`src/rtl/wb_fpga_aperture_decoder_if.sv`:
```
// Bridge-side Wishbone bus between the AHB-to-FPGA bridge and the aperture decoder.
interface wb_fpga_aperture_decoder_if #(
  parameter int ADDRWIDTH = 17,
  parameter int DATAWIDTH = 32
);
  logic [ADDRWIDTH-1:0] adr;
  logic                 cyc;
  logic                 stb;
  logic [DATAWIDTH-1:0] dat;
  logic                 ack;

  modport master (output adr, output cyc, output stb, input dat, input ack);
  modport slave  (input adr, input cyc, input stb, output dat, output ack);
endinterface

```
`src/rtl/wb_fpga_aperture_decoder.sv`:
```
// Aperture decoder: routes one bridge cycle to slave 0, slave 1 or the QL
// reserved/default block, returns a registered response and counts stray acks.
//
// state | meaning
// IDLE  | no transfer; decode captured on cyc&stb
// BUSY  | selected slave sees cyc, waiting for its ack or an abort
// RESP  | one-cycle ack to the bridge with captured read data
module wb_fpga_aperture_decoder #(
  parameter int                   ADDRWIDTH = 17,
  parameter int                   DATAWIDTH = 32,
  parameter int                   REG_MSB   = 16,
  parameter int                   REG_LSB   = 9,
  parameter logic [ADDRWIDTH-1:0] SLV0_BASE = 17'h0,
  parameter logic [ADDRWIDTH-1:0] SLV1_BASE = 17'h200,
  parameter logic [ADDRWIDTH-1:0] RSVD_BASE = 17'h1E00
) (
  input  logic                 WBs_CLK_i,
  input  logic                 WBs_RST_i,
  wb_fpga_aperture_decoder_if.slave wbs,
  output logic                 WBs_CYC_S0_o,
  output logic                 WBs_CYC_S1_o,
  output logic                 WBs_CYC_QL_Reserved_o,
  input  logic [DATAWIDTH-1:0] WBs_DAT_S0_i,
  input  logic [DATAWIDTH-1:0] WBs_DAT_S1_i,
  input  logic [DATAWIDTH-1:0] WBs_DAT_RSVD_i,
  input  logic                 WBs_ACK_S0_i,
  input  logic                 WBs_ACK_S1_i,
  input  logic                 WBs_ACK_RSVD_i,
  output logic                 WBs_ACK_Any_o,
  input  logic                 Err_Clr_i,
  output logic [7:0]           Err_Cnt_o
);

  typedef enum logic [1:0] {IDLE, BUSY, RESP} state_t;
  typedef enum logic [1:0] {SEL_DEF, SEL_S0, SEL_S1, SEL_RSVD} sel_t;

  state_t state, next_state;
  sel_t   sel, next_sel, dec_sel;
  logic   dat_load;
  logic   stray_ack;
  logic   sel_ack;
  logic   busy_stray;
  logic [DATAWIDTH-1:0] sel_dat;
  logic [DATAWIDTH-1:0] dat_q;

  logic unused_adr_bits;
  assign unused_adr_bits = ^wbs.adr[REG_LSB-1:0];

  assign WBs_ACK_Any_o = WBs_ACK_S0_i | WBs_ACK_S1_i | WBs_ACK_RSVD_i;
  assign wbs.ack       = (state == RESP);
  assign wbs.dat       = dat_q;

  // Region decode with S0 > S1 > RSVD priority when bases overlap.
  always_comb begin
    dec_sel = SEL_DEF;
    if (wbs.adr[REG_MSB:REG_LSB] == SLV0_BASE[REG_MSB:REG_LSB])
      dec_sel = SEL_S0;
    else if (wbs.adr[REG_MSB:REG_LSB] == SLV1_BASE[REG_MSB:REG_LSB])
      dec_sel = SEL_S1;
    else if (wbs.adr[REG_MSB:REG_LSB] == RSVD_BASE[REG_MSB:REG_LSB])
      dec_sel = SEL_RSVD;
  end

  // Selected-slave ack/data and the acks that are stray for the current select.
  always_comb begin
    sel_ack    = WBs_ACK_RSVD_i;
    sel_dat    = WBs_DAT_RSVD_i;
    busy_stray = WBs_ACK_S0_i | WBs_ACK_S1_i;
    case (sel)
      SEL_S0: begin
        sel_ack    = WBs_ACK_S0_i;
        sel_dat    = WBs_DAT_S0_i;
        busy_stray = WBs_ACK_S1_i | WBs_ACK_RSVD_i;
      end
      SEL_S1: begin
        sel_ack    = WBs_ACK_S1_i;
        sel_dat    = WBs_DAT_S1_i;
        busy_stray = WBs_ACK_S0_i | WBs_ACK_RSVD_i;
      end
      default: ;
    endcase
  end

  // Next-state, cycle selects and error-increment decision.
  always_comb begin
    next_state            = state;
    next_sel              = sel;
    dat_load              = 1'b0;
    stray_ack             = 1'b0;
    WBs_CYC_S0_o          = 1'b0;
    WBs_CYC_S1_o          = 1'b0;
    WBs_CYC_QL_Reserved_o = 1'b0;
    case (state)
      IDLE: begin
        stray_ack = WBs_ACK_Any_o;
        if (wbs.cyc && wbs.stb) begin
          next_state = BUSY;
          next_sel   = dec_sel;
        end
      end
      BUSY: begin
        stray_ack             = busy_stray;
        WBs_CYC_S0_o          = (sel == SEL_S0)   && wbs.cyc;
        WBs_CYC_S1_o          = (sel == SEL_S1)   && wbs.cyc;
        WBs_CYC_QL_Reserved_o = (sel == SEL_RSVD) && wbs.cyc;
        if (sel_ack) begin
          dat_load   = 1'b1;
          next_state = RESP;
        end else if (!wbs.cyc) begin
          next_state = IDLE;
        end
      end
      RESP:    next_state = IDLE;
      default: next_state = IDLE;
    endcase
  end

  // State, select, read-data capture and saturating stray-ack counter.
  always_ff @(posedge WBs_CLK_i) begin
    if (WBs_RST_i) begin
      state     <= IDLE;
      sel       <= SEL_DEF;
      dat_q     <= '0;
      Err_Cnt_o <= 8'h00;
    end else begin
      state <= next_state;
      sel   <= next_sel;
      if (dat_load)
        dat_q <= sel_dat;
      if (Err_Clr_i)
        Err_Cnt_o <= 8'h00;
      else if (stray_ack && (Err_Cnt_o != 8'hFF))
        Err_Cnt_o <= Err_Cnt_o + 8'h01;
    end
  end

endmodule
```
`src/flat_wrapper.sv`:
```
// flat-port wrapper written by rule: the top's interface ports become plain ports
module wb_fpga_aperture_decoder_flat 
#(
  parameter int                   ADDRWIDTH = 17,
  parameter int                   DATAWIDTH = 32,
  parameter int                   REG_MSB   = 16,
  parameter int                   REG_LSB   = 9,
  parameter logic [ADDRWIDTH-1:0] SLV0_BASE = 17'h0,
  parameter logic [ADDRWIDTH-1:0] SLV1_BASE = 17'h200,
  parameter logic [ADDRWIDTH-1:0] RSVD_BASE = 17'h1E00
)
  (WBs_CLK_i, WBs_RST_i, WBs_CYC_S0_o, WBs_CYC_S1_o, WBs_CYC_QL_Reserved_o, WBs_DAT_S0_i, WBs_DAT_S1_i, WBs_DAT_RSVD_i, WBs_ACK_S0_i, WBs_ACK_S1_i, WBs_ACK_RSVD_i, WBs_ACK_Any_o, Err_Clr_i, Err_Cnt_o, wbs_adr, wbs_cyc, wbs_stb, wbs_dat, wbs_ack);
  wb_fpga_aperture_decoder_if #(.ADDRWIDTH(ADDRWIDTH), .DATAWIDTH(DATAWIDTH)) wbs_i ();
  input  logic WBs_CLK_i;
  input  logic WBs_RST_i;
  output logic WBs_CYC_S0_o;
  output logic WBs_CYC_S1_o;
  output logic WBs_CYC_QL_Reserved_o;
  input  logic [DATAWIDTH-1:0] WBs_DAT_S0_i;
  input  logic [DATAWIDTH-1:0] WBs_DAT_S1_i;
  input  logic [DATAWIDTH-1:0] WBs_DAT_RSVD_i;
  input  logic WBs_ACK_S0_i;
  input  logic WBs_ACK_S1_i;
  input  logic WBs_ACK_RSVD_i;
  output logic WBs_ACK_Any_o;
  input  logic Err_Clr_i;
  output logic [7:0] Err_Cnt_o;
  input wire logic [$bits(wbs_i.adr)-1:0] wbs_adr;
  input wire logic [$bits(wbs_i.cyc)-1:0] wbs_cyc;
  input wire logic [$bits(wbs_i.stb)-1:0] wbs_stb;
  output wire logic [$bits(wbs_i.dat)-1:0] wbs_dat;
  output wire logic [$bits(wbs_i.ack)-1:0] wbs_ack;
  assign wbs_i.adr = wbs_adr;
  assign wbs_i.cyc = wbs_cyc;
  assign wbs_i.stb = wbs_stb;
  assign wbs_dat = wbs_i.dat;
  assign wbs_ack = wbs_i.ack;
  wb_fpga_aperture_decoder #(.ADDRWIDTH(ADDRWIDTH), .DATAWIDTH(DATAWIDTH), .REG_MSB(REG_MSB), .REG_LSB(REG_LSB), .SLV0_BASE(SLV0_BASE), .SLV1_BASE(SLV1_BASE), .RSVD_BASE(RSVD_BASE)) u_core (.WBs_CLK_i(WBs_CLK_i), .WBs_RST_i(WBs_RST_i), .wbs(wbs_i), .WBs_CYC_S0_o(WBs_CYC_S0_o), .WBs_CYC_S1_o(WBs_CYC_S1_o), .WBs_CYC_QL_Reserved_o(WBs_CYC_QL_Reserved_o), .WBs_DAT_S0_i(WBs_DAT_S0_i), .WBs_DAT_S1_i(WBs_DAT_S1_i), .WBs_DAT_RSVD_i(WBs_DAT_RSVD_i), .WBs_ACK_S0_i(WBs_ACK_S0_i), .WBs_ACK_S1_i(WBs_ACK_S1_i), .WBs_ACK_RSVD_i(WBs_ACK_RSVD_i), .WBs_ACK_Any_o(WBs_ACK_Any_o), .Err_Clr_i(Err_Clr_i), .Err_Cnt_o(Err_Cnt_o));
endmodule
```
`config.mk`:
```
export PLATFORM = sky130hd
export DESIGN_NAME = wb_fpga_aperture_decoder_flat
export DESIGN_NICKNAME = d
export VERILOG_FILES = /design/src/rtl/wb_fpga_aperture_decoder_if.sv /design/src/rtl/wb_fpga_aperture_decoder.sv /design/src/flat_wrapper.sv
export SDC_FILE = /design/constraint.sdc
export NUM_CORES = 1
export LEC_CHECK = 0
export BUFFER_PORTS_ARGS = -buffer_cell sky130_fd_sc_hd__buf_2
export CAP_MARGIN = 20
export CELL_PAD_IN_SITES_DETAIL_PLACEMENT = 1
export CELL_PAD_IN_SITES_GLOBAL_PLACEMENT = 1
export CORE_ASPECT_RATIO = 0.8
export CORE_MARGIN = 5
export CORE_UTILIZATION = 25
export CTS_BUF_LIST = sky130_fd_sc_hd__clkbuf_8
export CTS_CLUSTER_DIAMETER = 60
export CTS_CLUSTER_SIZE = 10
export DETAILED_ROUTE_END_ITERATION = 12
export HOLD_SLACK_MARGIN = 0.05
export PLACE_DENSITY = 0.75
export SETUP_SLACK_MARGIN = 0.05
export SLEW_MARGIN = 30
export SYNTH_ARGS = -nofsm -noshare
export SYNTH_HDL_FRONTEND = slang
export SYNTH_SLANG_ARGS = --single-unit
```
`constraint.sdc`:
```
create_clock -name WBs_CLK_i -period 3.65 [get_ports WBs_CLK_i]
set_clock_uncertainty 0.1 [all_clocks]
set_input_delay 0.5475 -clock WBs_CLK_i [delete_from_list [all_inputs] [get_ports WBs_CLK_i]]
set_output_delay 0.5475 -clock WBs_CLK_i [all_outputs]
set_load 0.005 [all_outputs]
```
==> impl_metrics.csv, run 1 <==
group,metric,value,unit
grt,grt-ovfl-total,0,
grt,grt_antenna_before_repair,0,
placement,gp_congestion,0.721,
sta,rsz0062_at_grt,"no",
job,max_cap_viol_count,0,
logic_synthesis,synth_top_area_frac,0.362,
die,start_util,0.254,
detailed_routing,firstDrtPassIters,3,
clocking,cts.reportedPaths.clkPinSlew,0.09,ns
clocking,clockBufferDepth,2,
power_and_ir_drop,peakVddDrop,137,uV
clocking,ctsHoldBuffers,0,
grt,grt_max_degree,39,
sta,slew_headroom,0.524,
logic_synthesis,ys_seq_area_frac,0.362,
clocking,h-tree-depth,2,
sta,fmax,369,MHz
critical_path,worstPathRequired,3.70,ns
placement,placedCellCount,556,
die,design.portCount,166,
sta,worst_pin_slew,0.714,ns
hold_path,hp-class,"reg2reg",
sta,finalHoldViolations,0,
critical_path,worstPathMaxFanout,35,
die,core_area,9570,um^2
logic_synthesis,synth_cells,301,
finish,antenna_cells,0,
grt,grt_pass1_vias,2771,
sta,fin_ws,0.938,ns
logic_synthesis,ys_seq_elements,44,
critical_path,ff2ff_setup_slack,0.94,ns
logic_synthesis,synth-edff-count,0,
detailed_routing,drc,0,
grt,grt_pass1_wl,13.3,mm
logic_synthesis,synth_nets,426,
critical_path,crit_path_end_kind,"flop",
die,dieArea,11800,um^2
finish,stdcell_count,564,
clocking,cts_tree,"done",
detailed_routing,drt_first_iter_violations,58,
sta,layout_worst_path_cycle_share,0.743,
placement,placed_cell_area,3290,um^2
sta,fin_crit,2.71,ns
logic_synthesis,synth_cell_types,37,
sta,setup_viol,0,
detailed_routing,viasPerCell,4.84,
logic_synthesis,ys.warnings.count,0,
finish,finalInstanceArea,3380,um^2
sta,whs,0.394,ns
detailed_routing,wl,8.46,mm
power_and_ir_drop,power.density,284,nW/um^2
power_and_ir_drop,finalPower,0.958,mW
logic_synthesis,async_reset_ff_frac,0,
placement,port_buffers,156,
logic_synthesis,synthTopCellsByArea,"dfxtp_1 (36%), mux2i_1 (13%), a22oi_1 (10%)",
critical_path,cp-start-kind,"flop",
sta,finalSetupTns,0,ns
critical_path,critPathKind,"reg2reg",
grt,track_usage,0.135,
logic_synthesis,syn_avg_cell_area,8.09,um^2
logic_synthesis,yosys.area.top_type,"dfxtp_1",
critical_path,worstPathArrival,2.77,ns
outcome,status,"complete, no violations",
finish,finalNetCount,569,
die,die_x,120,um
die,die_height,98.3,um
clocking,cts_inserted_buffers,5,
power_and_ir_drop,p_leak,1.82,nW
clocking,cts_setup_buffers,0,
clocking,post_cts_resized,0,
placement,place_ws,0.874,ns
sta,maxSlewViolCount,0,
logic_synthesis,syn_area,2430,um^2
clocking,clkSinkCount,44,
die,num_rows,32,
detailed_routing,drtAntennaViolNets,0,
finish,area_growth,38.7,%
finish,utilization,0.353,
detailed_routing,wl_per_cell,15.0,um
logic_synthesis,synthFlopType,"dfxtp_1",
clocking,cts_root_buf,"clkbuf_8",
placement,dp_hpwl,6.51,mm
finish,drive_above_1_share,0.396,
detailed_routing,vias,2727,
clocking,clkLatencyLatePin,0.29,ns
[final timing paths]
path,startpoint,endpoint,cells after the start
hold reg to reg,u_core.wbs.dat[10]$_SDFFE_PP0P_,u_core.wbs.dat[10]$_SDFFE_PP0P_,2
hold / removal,u_core.wbs.dat[10]$_SDFFE_PP0P_,u_core.wbs.dat[10]$_SDFFE_PP0P_,2
setup reg to reg,u_core.sel[0]$_SDFFE_PP0P_,u_core.wbs.dat[26]$_SDFFE_PP0P_,7
setup / recovery,u_core.sel[0]$_SDFFE_PP0P_,u_core.wbs.dat[26]$_SDFFE_PP0P_,7
[state kept, by name, summed over array words and instances (netlist names)]
name              cells
u_core.Err_Cnt_o      8
u_core.sel            2
u_core.state          2
u_core.wbs.dat       32
[per-layer routing]
metal | GRT usage | vias up | share of wire
met2 | 0.241 | 87 | 0.48
met4 | 0.0157 | 0 | 0.00095
met5 | 0 | - | 0
li1 | - | 1361 | -
met1 | 0.167 | 1277 | 0.44
met3 | 0.0382 | 2 | 0.074
[critical path, stage by stage (launching register included)]
cell	delay (ns)
dfxtp_1	0.41
inv_1	0.07
ha_2	0.69
o21ai_1	0.17
nand2_2	0.44
buf_4	0.41
mux2i_1	0.24
nor2_1	0.05
[logic make-up (layout without fill, tap and decap cells)]
logic type               count (synthesis)  count (layout)  share of synthesized area
AND/OR/NAND/NOR                        108             108                      0.200
AO/OA/AOI/OAI                           83              83                      0.221
XOR/XNOR                                 2               2                    0.00720
buffers and inverters                   27             171                     0.0514
flip-flops                              44              44                      0.362
multiplexers                            33              33                      0.138
adder cells (fa/ha/maj)                  4               4                     0.0206
[cells in the final DEF, fill, tap and decap left out, types with 2 or more instances in the layout]
master     instances
buf_2            156
dfxtp_1           44
nor2_1            41
nand2_1           37
a22oi_1           34
o21ai_0           33
mux2i_1           32
nand3_1            7
clkbuf_8           6
and3_1             4
o21ai_1            4
a21oi_1            4
buf_4              4
inv_1              3
or3_1              3
or4_1              3
ha_1               3
nand4_1            2
o211ai_1           2
or2_2              2
xor2_1             2
o2111ai_1          2
clkinv_2           2
[power breakdown]
group / internal, mW / switching [mW] / leakage (nW)
sequential: 0.490 / 0.00631 / 0.356
combinational: 0.0755 / 0.0660 / 1.41
clock: 0.151 / 0.169 / 0.0510
[synth_stat cells, types with 2 or more instances]
library cell / n
buf_1: 3
xor2_1: 2
o211ai_1: 2
inv_1: 3
nor2_1: 41
or2_2: 2
o2111ai_1: 2
buf_4: 4
and3_1: 4
o21ai_1: 4
or3_1: 3
nand3_1: 7
or4_1: 3
nand2_1: 38
ha_1: 4
nand4_1: 2
dfxtp_1: 44
o21ai_0: 33
mux2i_1: 32
clkbuf_1: 15
a22oi_1: 34
a21oi_1: 4
[cell type report]
cell class	instances	area, um^2
Tap cell	119	149
Multi-Input combinational cell	230	1430
Fill cell	1225	6190
Clock inverter	2	10.0
Clock buffer	6	82.6
Timing Repair Buffer	160	811
Sequential cell	44	881
Inverter	3	11.3
(Power assumes the default switching activity.)
==> run 2, diff against run 1 <==
--- a/config.mk
+++ b/config.mk
@@ -17,7 +17,7 @@
 export CTS_CLUSTER_SIZE = 10
 export DETAILED_ROUTE_END_ITERATION = 12
 export HOLD_SLACK_MARGIN = 0.05
-export PLACE_DENSITY = 0.75
+export PLACE_DENSITY = 0.78
 export SETUP_SLACK_MARGIN = 0.05
 export SLEW_MARGIN = 30
 export SYNTH_ARGS = -nofsm -noshare
==> constraint.sdc (replaced) <==
create_clock -name WBs_CLK_i -period 2.3 [get_ports WBs_CLK_i]
set_clock_uncertainty 0.1 [all_clocks]
set_input_delay 0.345 -clock WBs_CLK_i [delete_from_list [all_inputs] [get_ports WBs_CLK_i]]
set_output_delay 0.345 -clock WBs_CLK_i [all_outputs]
set_load 0.005 [all_outputs]
==> run 2 against run 1 <==
Non-clock buffer count grew 4. Sequential cell count is the same. Via count grew 1.2%. First-iteration DRC count grew 8.6%. Core utilization grew 0.33 points. Clock power grew 43%. Critical path type unchanged. Count of clock-buffer cells in the layout shrank 1. Critical path depth is the same.
==> impl_metrics.csv, run 2 (same netlist as run 1, synthesis figures left out) <==
group,metric,value,unit
outcome,status,"complete, no violations",
die,core_area,9570,um^2
sta,finalHoldViolations,0,
critical_path,timing.rr.end,"u_core.Err_Cnt_o[6]$_SDFFE_PP0P_",
detailed_routing,firstDrtPassIters,4,
sta,maxSlewViolCount,0,
clocking,cts_tree,"done",
clocking,cts_root_buf,"clkbuf_8",
finish,drive_above_1_share,0.399,
hold_path,hp-class,"in2reg",
die,design.portCount,166,
die,die_height,98.3,um
die,start_util,0.254,
power_and_ir_drop,p_int,1.10,mW
clocking,cts_inserted_buffers,5,
critical_path,worstPathRequired,2.43,ns
detailed_routing,drtAntennaViolNets,0,
job,max_cap_viol_count,0,
finish,utilization,0.356,
critical_path,startpoint,"u_core.sel[0]$_SDFFE_PP0P_",
finish,largest_register_ffs,32,
power_and_ir_drop,swShare,0.253,
detailed_routing,wl,8.71,mm
sta,fin_crit,2.06,ns
finish,mostFrequentLayoutCell,"buf_2",
finish,final_cell_mix,"buf_2 (156), dfxtp_1 (44), nor2_1 (41), nand2_1 (37), a22oi_1 (34)",
detailed_routing,drc,0,
critical_path,worstPathArrival,2.19,ns
sta,slew_headroom,0.728,
placement,gp_congestion,0.724,
sta,fin_ws,0.242,ns
sta,rsz0062_at_grt,"no",
clocking,h-tree-depth,2,
grt,grt-ovfl-total,0,
grt,track_usage,0.138,
critical_path,reg2reg_depth,7,
finish,finalNetCount,574,
sta,finalSetupTns,0,ns
grt,grt_max_degree,38,
placement,port_buffers,156,
detailed_routing,viasPerCell,4.86,
power_and_ir_drop,peakVddDrop,176,uV
detailed_routing,vias,2761,
finish,antenna_cells,0,
power_and_ir_drop,comb_power_share,0.158,
sta,setup_viol,0,
grt,grt_antenna_before_repair,0,
clocking,cts_setup_buffers,0,
power_and_ir_drop,p_sw,0.374,mW
power_and_ir_drop,p_leak,1.83,nW
die,dieArea,11800,um^2
critical_path,crit_path_end_kind,"flop",
power_and_ir_drop,seqPwrFrac,0.533,
die,die_x,120,um
clocking,clkSinkCount,44,
critical_path,worstPathMaxFanout,6,
power_and_ir_drop,power.density,433,nW/um^2
finish,finalInstanceArea,3410,um^2
grt,grt_pass1_vias,2868,
clocking,clockBufferDepth,2,
placement,dp_hpwl,6.79,mm
critical_path,r2r_start,"u_core.sel[0]$_SDFFE_PP0P_",
critical_path,ff2ff_setup_slack,0.24,ns
sta,layout_worst_path_cycle_share,0.895,
power_and_ir_drop,p_clk_frac,0.309,
grt,grt_pass1_wl,13.6,mm
placement,placed_cell_area,3320,um^2
clocking,clkLatencyLatePin,0.29,ns
sta,worst_pin_slew,0.408,ns
detailed_routing,drt_first_iter_violations,63,
critical_path,endpoint,"u_core.Err_Cnt_o[6]$_SDFFE_PP0P_",
placement,place_ws,0.102,ns
finish,area_growth,40.0,%
critical_path,cp-start-kind,"flop",
critical_path,critPathKind,"reg2reg",
die,num_rows,32,
detailed_routing,wl_per_cell,15.3,um
clocking,cts.reportedPaths.clkPinSlew,0.09,ns
sta,fmax,486,MHz
[run 2: cell count changes in the layout (fill, tap and decap cells not counted)]
cell and change:
clkinv_2 -1, buf_4 +4, inv_1 +1, o21ai_4 +1, clkbuf_8 -1
[run 2: per-layer routing]
metal | up-vias | wire length, um | global-route usage
met5 | - | 0 | 0
met4 | 0 | 55 | 0.0322
met3 | 5 | 669 | 0.0376
met2 | 94 | 4400 | 0.260
met1 | 1290 | 3580 | 0.155
li1 | 1372 | - | -
[run 2: worst min path at each step]
stage / to / startpoint / cells after the start
2_1_floorplan: u_core.wbs.dat[23]$_SDFFE_PP0P_ / u_core.wbs.dat[23]$_SDFFE_PP0P_ / 2
3_3_place_gp: u_core.wbs.dat[25]$_SDFFE_PP0P_ / u_core.wbs.dat[25]$_SDFFE_PP0P_ / 2
3_5_place_dp: u_core.wbs.dat[6]$_SDFFE_PP0P_ / u_core.wbs.dat[6]$_SDFFE_PP0P_ / 2
4_1_cts: u_core.sel[1]$_SDFFE_PP0P_ / wbs_adr[9] / 3
5_1_grt: u_core.state[0]$_SDFFE_PP0P_ / wbs_cyc / 3
6_report: u_core.sel[1]$_SDFFE_PP0P_ / wbs_adr[9] / 3
[run 2: area by class of cell]
class,count,area [um^2]
clock inverter,2,8.76
sequential,44,881
fill,1223,6160
timing repair buffer,164,841
tap,119,149
clock buffer,5,68.8
inverter,3,11.3
multi-input combinational,231,1450
[run 2: worst max-delay path, cell delays in order, from the launching register on]
cell,delay [ns]
dfxtp_1,0.40
inv_1,0.07
ha_2,0.38
or3b_1,0.37
o311a_4,0.17
or2_0,0.22
and4b_1,0.19
nor3_2,0.09
[run 2: repair_timing]
| action | 4_1_cts | 5_1_grt |
|---|---|---|
| gates resized for setup | 0 | 1 |
| hold buffers | 0 | 0 |
| setup endpoints to repair | 0 | 6 |
[run 2: metrics by stage]
step | cells | power (mW) | hold slack, ns
detailed placement | 560 | 1.04 | 0.381
global route | 568 | 1.57 | 0.283
global placement | 560 | 1.03 | 0.369
finish | 568 | 1.48 | 0.271
floorplan | 301 | 0.900 | 0.389
CTS | 567 | 1.51 | 0.248
[run 2: power by group through the flow]
stage	logic [mW]	registers, mW	clock network, mW
floorplan	0.0943	0.806	0
global placement	0.222	0.804	0
detailed placement	0.232	0.806	0
CTS	0.233	0.788	0.488
global route	0.261	0.791	0.519
finish	0.233	0.788	0.456
==> run 3, diff against run 2 <==
--- a/config.mk
+++ b/config.mk
@@ -12,7 +12,6 @@
 export CORE_ASPECT_RATIO = 0.8
 export CORE_MARGIN = 5
 export CORE_UTILIZATION = 25
-export CTS_BUF_LIST = sky130_fd_sc_hd__clkbuf_8
 export CTS_CLUSTER_DIAMETER = 60
 export CTS_CLUSTER_SIZE = 10
 export DETAILED_ROUTE_END_ITERATION = 12
@@ -23,3 +22,4 @@
 export SYNTH_ARGS = -nofsm -noshare
 export SYNTH_HDL_FRONTEND = slang
 export SYNTH_SLANG_ARGS = --single-unit
+export TNS_END_PERCENT = 1
==> run 3 against run 2 <==
Global-route usage is essentially flat. Final area grew 1.4%. First-iteration DRC count shrank 21%. Sequential share of layout area shrank 0.36 points. Critical path depth is the same. Sequential power is essentially flat. Combinational power is essentially flat. Largest power group unchanged.
==> impl_metrics.csv, run 3 (same netlist as run 1, synthesis figures left out) <==
group,metric,value,unit
outcome,status,"complete, no violations",
sta,layout_worst_path_cycle_share,0.915,
finish,antenna_cells,0,
detailed_routing,drtAntennaViolNets,0,
critical_path,critPathMaxStageDelay,0.39,ns
placement,gp_congestion,0.724,
sta,slew_headroom,0.730,
clocking,clkLatencyLatePin,0.28,ns
finish,stdcell_count,567,
finish,area_growth,42.0,%
grt,grt_antenna_before_repair,0,
clocking,cts_tree,"done",
power_and_ir_drop,comb_power_share,0.137,
detailed_routing,vias,2740,
die,design.portCount,166,
grt,grt-ovfl-total,0,
clocking,clkSinkCount,44,
clocking,cts.reportedPaths.clkPinSlew,0.06,ns
placement,port_buffers,156,
sta,maxSlewViolCount,0,
die,num_rows,32,
clocking,cts_inserted_buffers,5,
sta,worst_pin_slew,0.405,ns
critical_path,critPathKind,"reg2reg",
sta,fmax,475,MHz
detailed_routing,wl_per_cell,15.2,um
clocking,cts_setup_buffers,0,
sta,finalSetupTns,0,ns
sta,rsz0062_at_grt,"yes",
detailed_routing,drc,0,
power_and_ir_drop,power.density,487,nW/um^2
clocking,clockBufferDepth,2,
critical_path,critPathSlowestCell,"dfxtp_1",
critical_path,worstPathArrival,2.18,ns
critical_path,cp_num_buf_inv,1,
die,die_x,120,um
finish,finalNetCount,573,
die,start_util,0.254,
critical_path,cp-start-kind,"flop",
detailed_routing,firstDrtPassIters,4,
critical_path,critPathTopFamily,"compound AO/OA/AOI/OAI gates",
placement,dp_hpwl,6.79,mm
power_and_ir_drop,p_clk_frac,0.394,
grt,track_usage,0.138,
power_and_ir_drop,p_sw,0.388,mW
detailed_routing,wl,8.64,mm
finish,final_cell_mix,"buf_2 (156), dfxtp_1 (44), nor2_1 (41), nand2_1 (37), a22oi_1 (34)",
power_and_ir_drop,swShare,0.230,
critical_path,worstPathRequired,2.37,ns
power_and_ir_drop,peakVddDrop,280,uV
critical_path,cp_cell_sequence,"inv_1, ha_2, or3b_1, o311a_4, o21ai_4, xor2_1, nor2_1",
detailed_routing,drt_first_iter_violations,50,
grt,grt_pass1_vias,2879,
die,die_height,98.3,um
grt,grt_max_degree,38,
sta,whs,0.286,ns
finish,drive_above_1_share,0.397,
grt,grt_pass1_wl,13.6,mm
clocking,h-tree-depth,2,
sta,fin_crit,2.10,ns
placement,placedCellCount,560,
clocking,cts_root_buf,"clkbuf_16",
detailed_routing,viasPerCell,4.83,
critical_path,worstPathMaxFanout,11,
die,dieArea,11800,um^2
hold_path,hp-class,"in2reg",
die,core_area,9570,um^2
sta,finalHoldViolations,0,
sta,fin_ws,0.197,ns
critical_path,crit_path_end_kind,"flop",
finish,mostFrequentLayoutCell,"buf_2",
power_and_ir_drop,seqPwrFrac,0.469,
job,max_cap_viol_count,0,
power_and_ir_drop,p_int,1.30,mW
placement,place_ws,0.102,ns
power_and_ir_drop,p_leak,1.85,nW
finish,largest_register_ffs,32,
sta,setup_viol,0,
==> run 3: timing repair <==
action                     in CTS  in global routing
setup endpoints to repair       0                  6
hold buffers                    0                  0
gates resized for setup         0                  1
==> run 3: final cells by class <==
type                    count  area [um^2]
clock inverters             1         5.00
multi-input cells         230         1440
clock buffers               6          129
inverters                   3         11.3
fillers                  1219         6110
well taps                 119          149
repair buffers            164          841
flip-flops and latches     44          881
==> run 3: worst min-delay path, stage by stage <==
cell	delay, ns
buf_2	0.11
a32oi_1	0.09
nor2_1	0.08
==> run 3: per-stage QoR <==
| step | power, mW | utilization | instance area (um^2) |
|---|---|---|---|
| global route | 1.78 | 0.361 | 3460 |
| CTS | 1.72 | 0.360 | 3450 |
| floorplan | 0.900 | - | 2430 |
| global placement | 1.03 | 0.346 | 3320 |
| detailed placement | 1.04 | 0.346 | 3320 |
| finish | 1.68 | 0.361 | 3460 |
==> run 3: layer usage <==
layer  part of all wire  up-vias  GRT usage
met4             0.0046        0     0.0235
met5                  0        -          0
met3              0.076        2     0.0376
li1                   -     1368          -
met2               0.51       93      0.264
met1               0.41     1277      0.154
==> run 3: power by group through the flow <==
| stage | Sequential, mW | Clock [mW] | Combinational [mW] |
|---|---|---|---|
| after global placement | 0.804 | 0 | 0.222 |
| after CTS | 0.789 | 0.697 | 0.233 |
| after detailed placement | 0.806 | 0 | 0.232 |
| after floorplan | 0.806 | 0 | 0.0943 |
| final | 0.789 | 0.664 | 0.231 |
| after global routing | 0.791 | 0.731 | 0.259 |
==> run 3: final timing paths <==
path | startpoint | to | slack [ns] | depth (start not counted)
setup / recovery | u_core.sel[0]$_SDFFE_PP0P_ | u_core.Err_Cnt_o[0]$_SDFFE_PP0P_ | 0.20 | 7
hold / removal | wbs_adr[9] | u_core.sel[1]$_SDFFE_PP0P_ | 0.29 | 3
setup reg to reg | u_core.sel[0]$_SDFFE_PP0P_ | u_core.Err_Cnt_o[0]$_SDFFE_PP0P_ | 0.20 | 7
hold reg to reg | u_core.wbs.dat[6]$_SDFFE_PP0P_ | u_core.wbs.dat[6]$_SDFFE_PP0P_ | 0.39 | 2
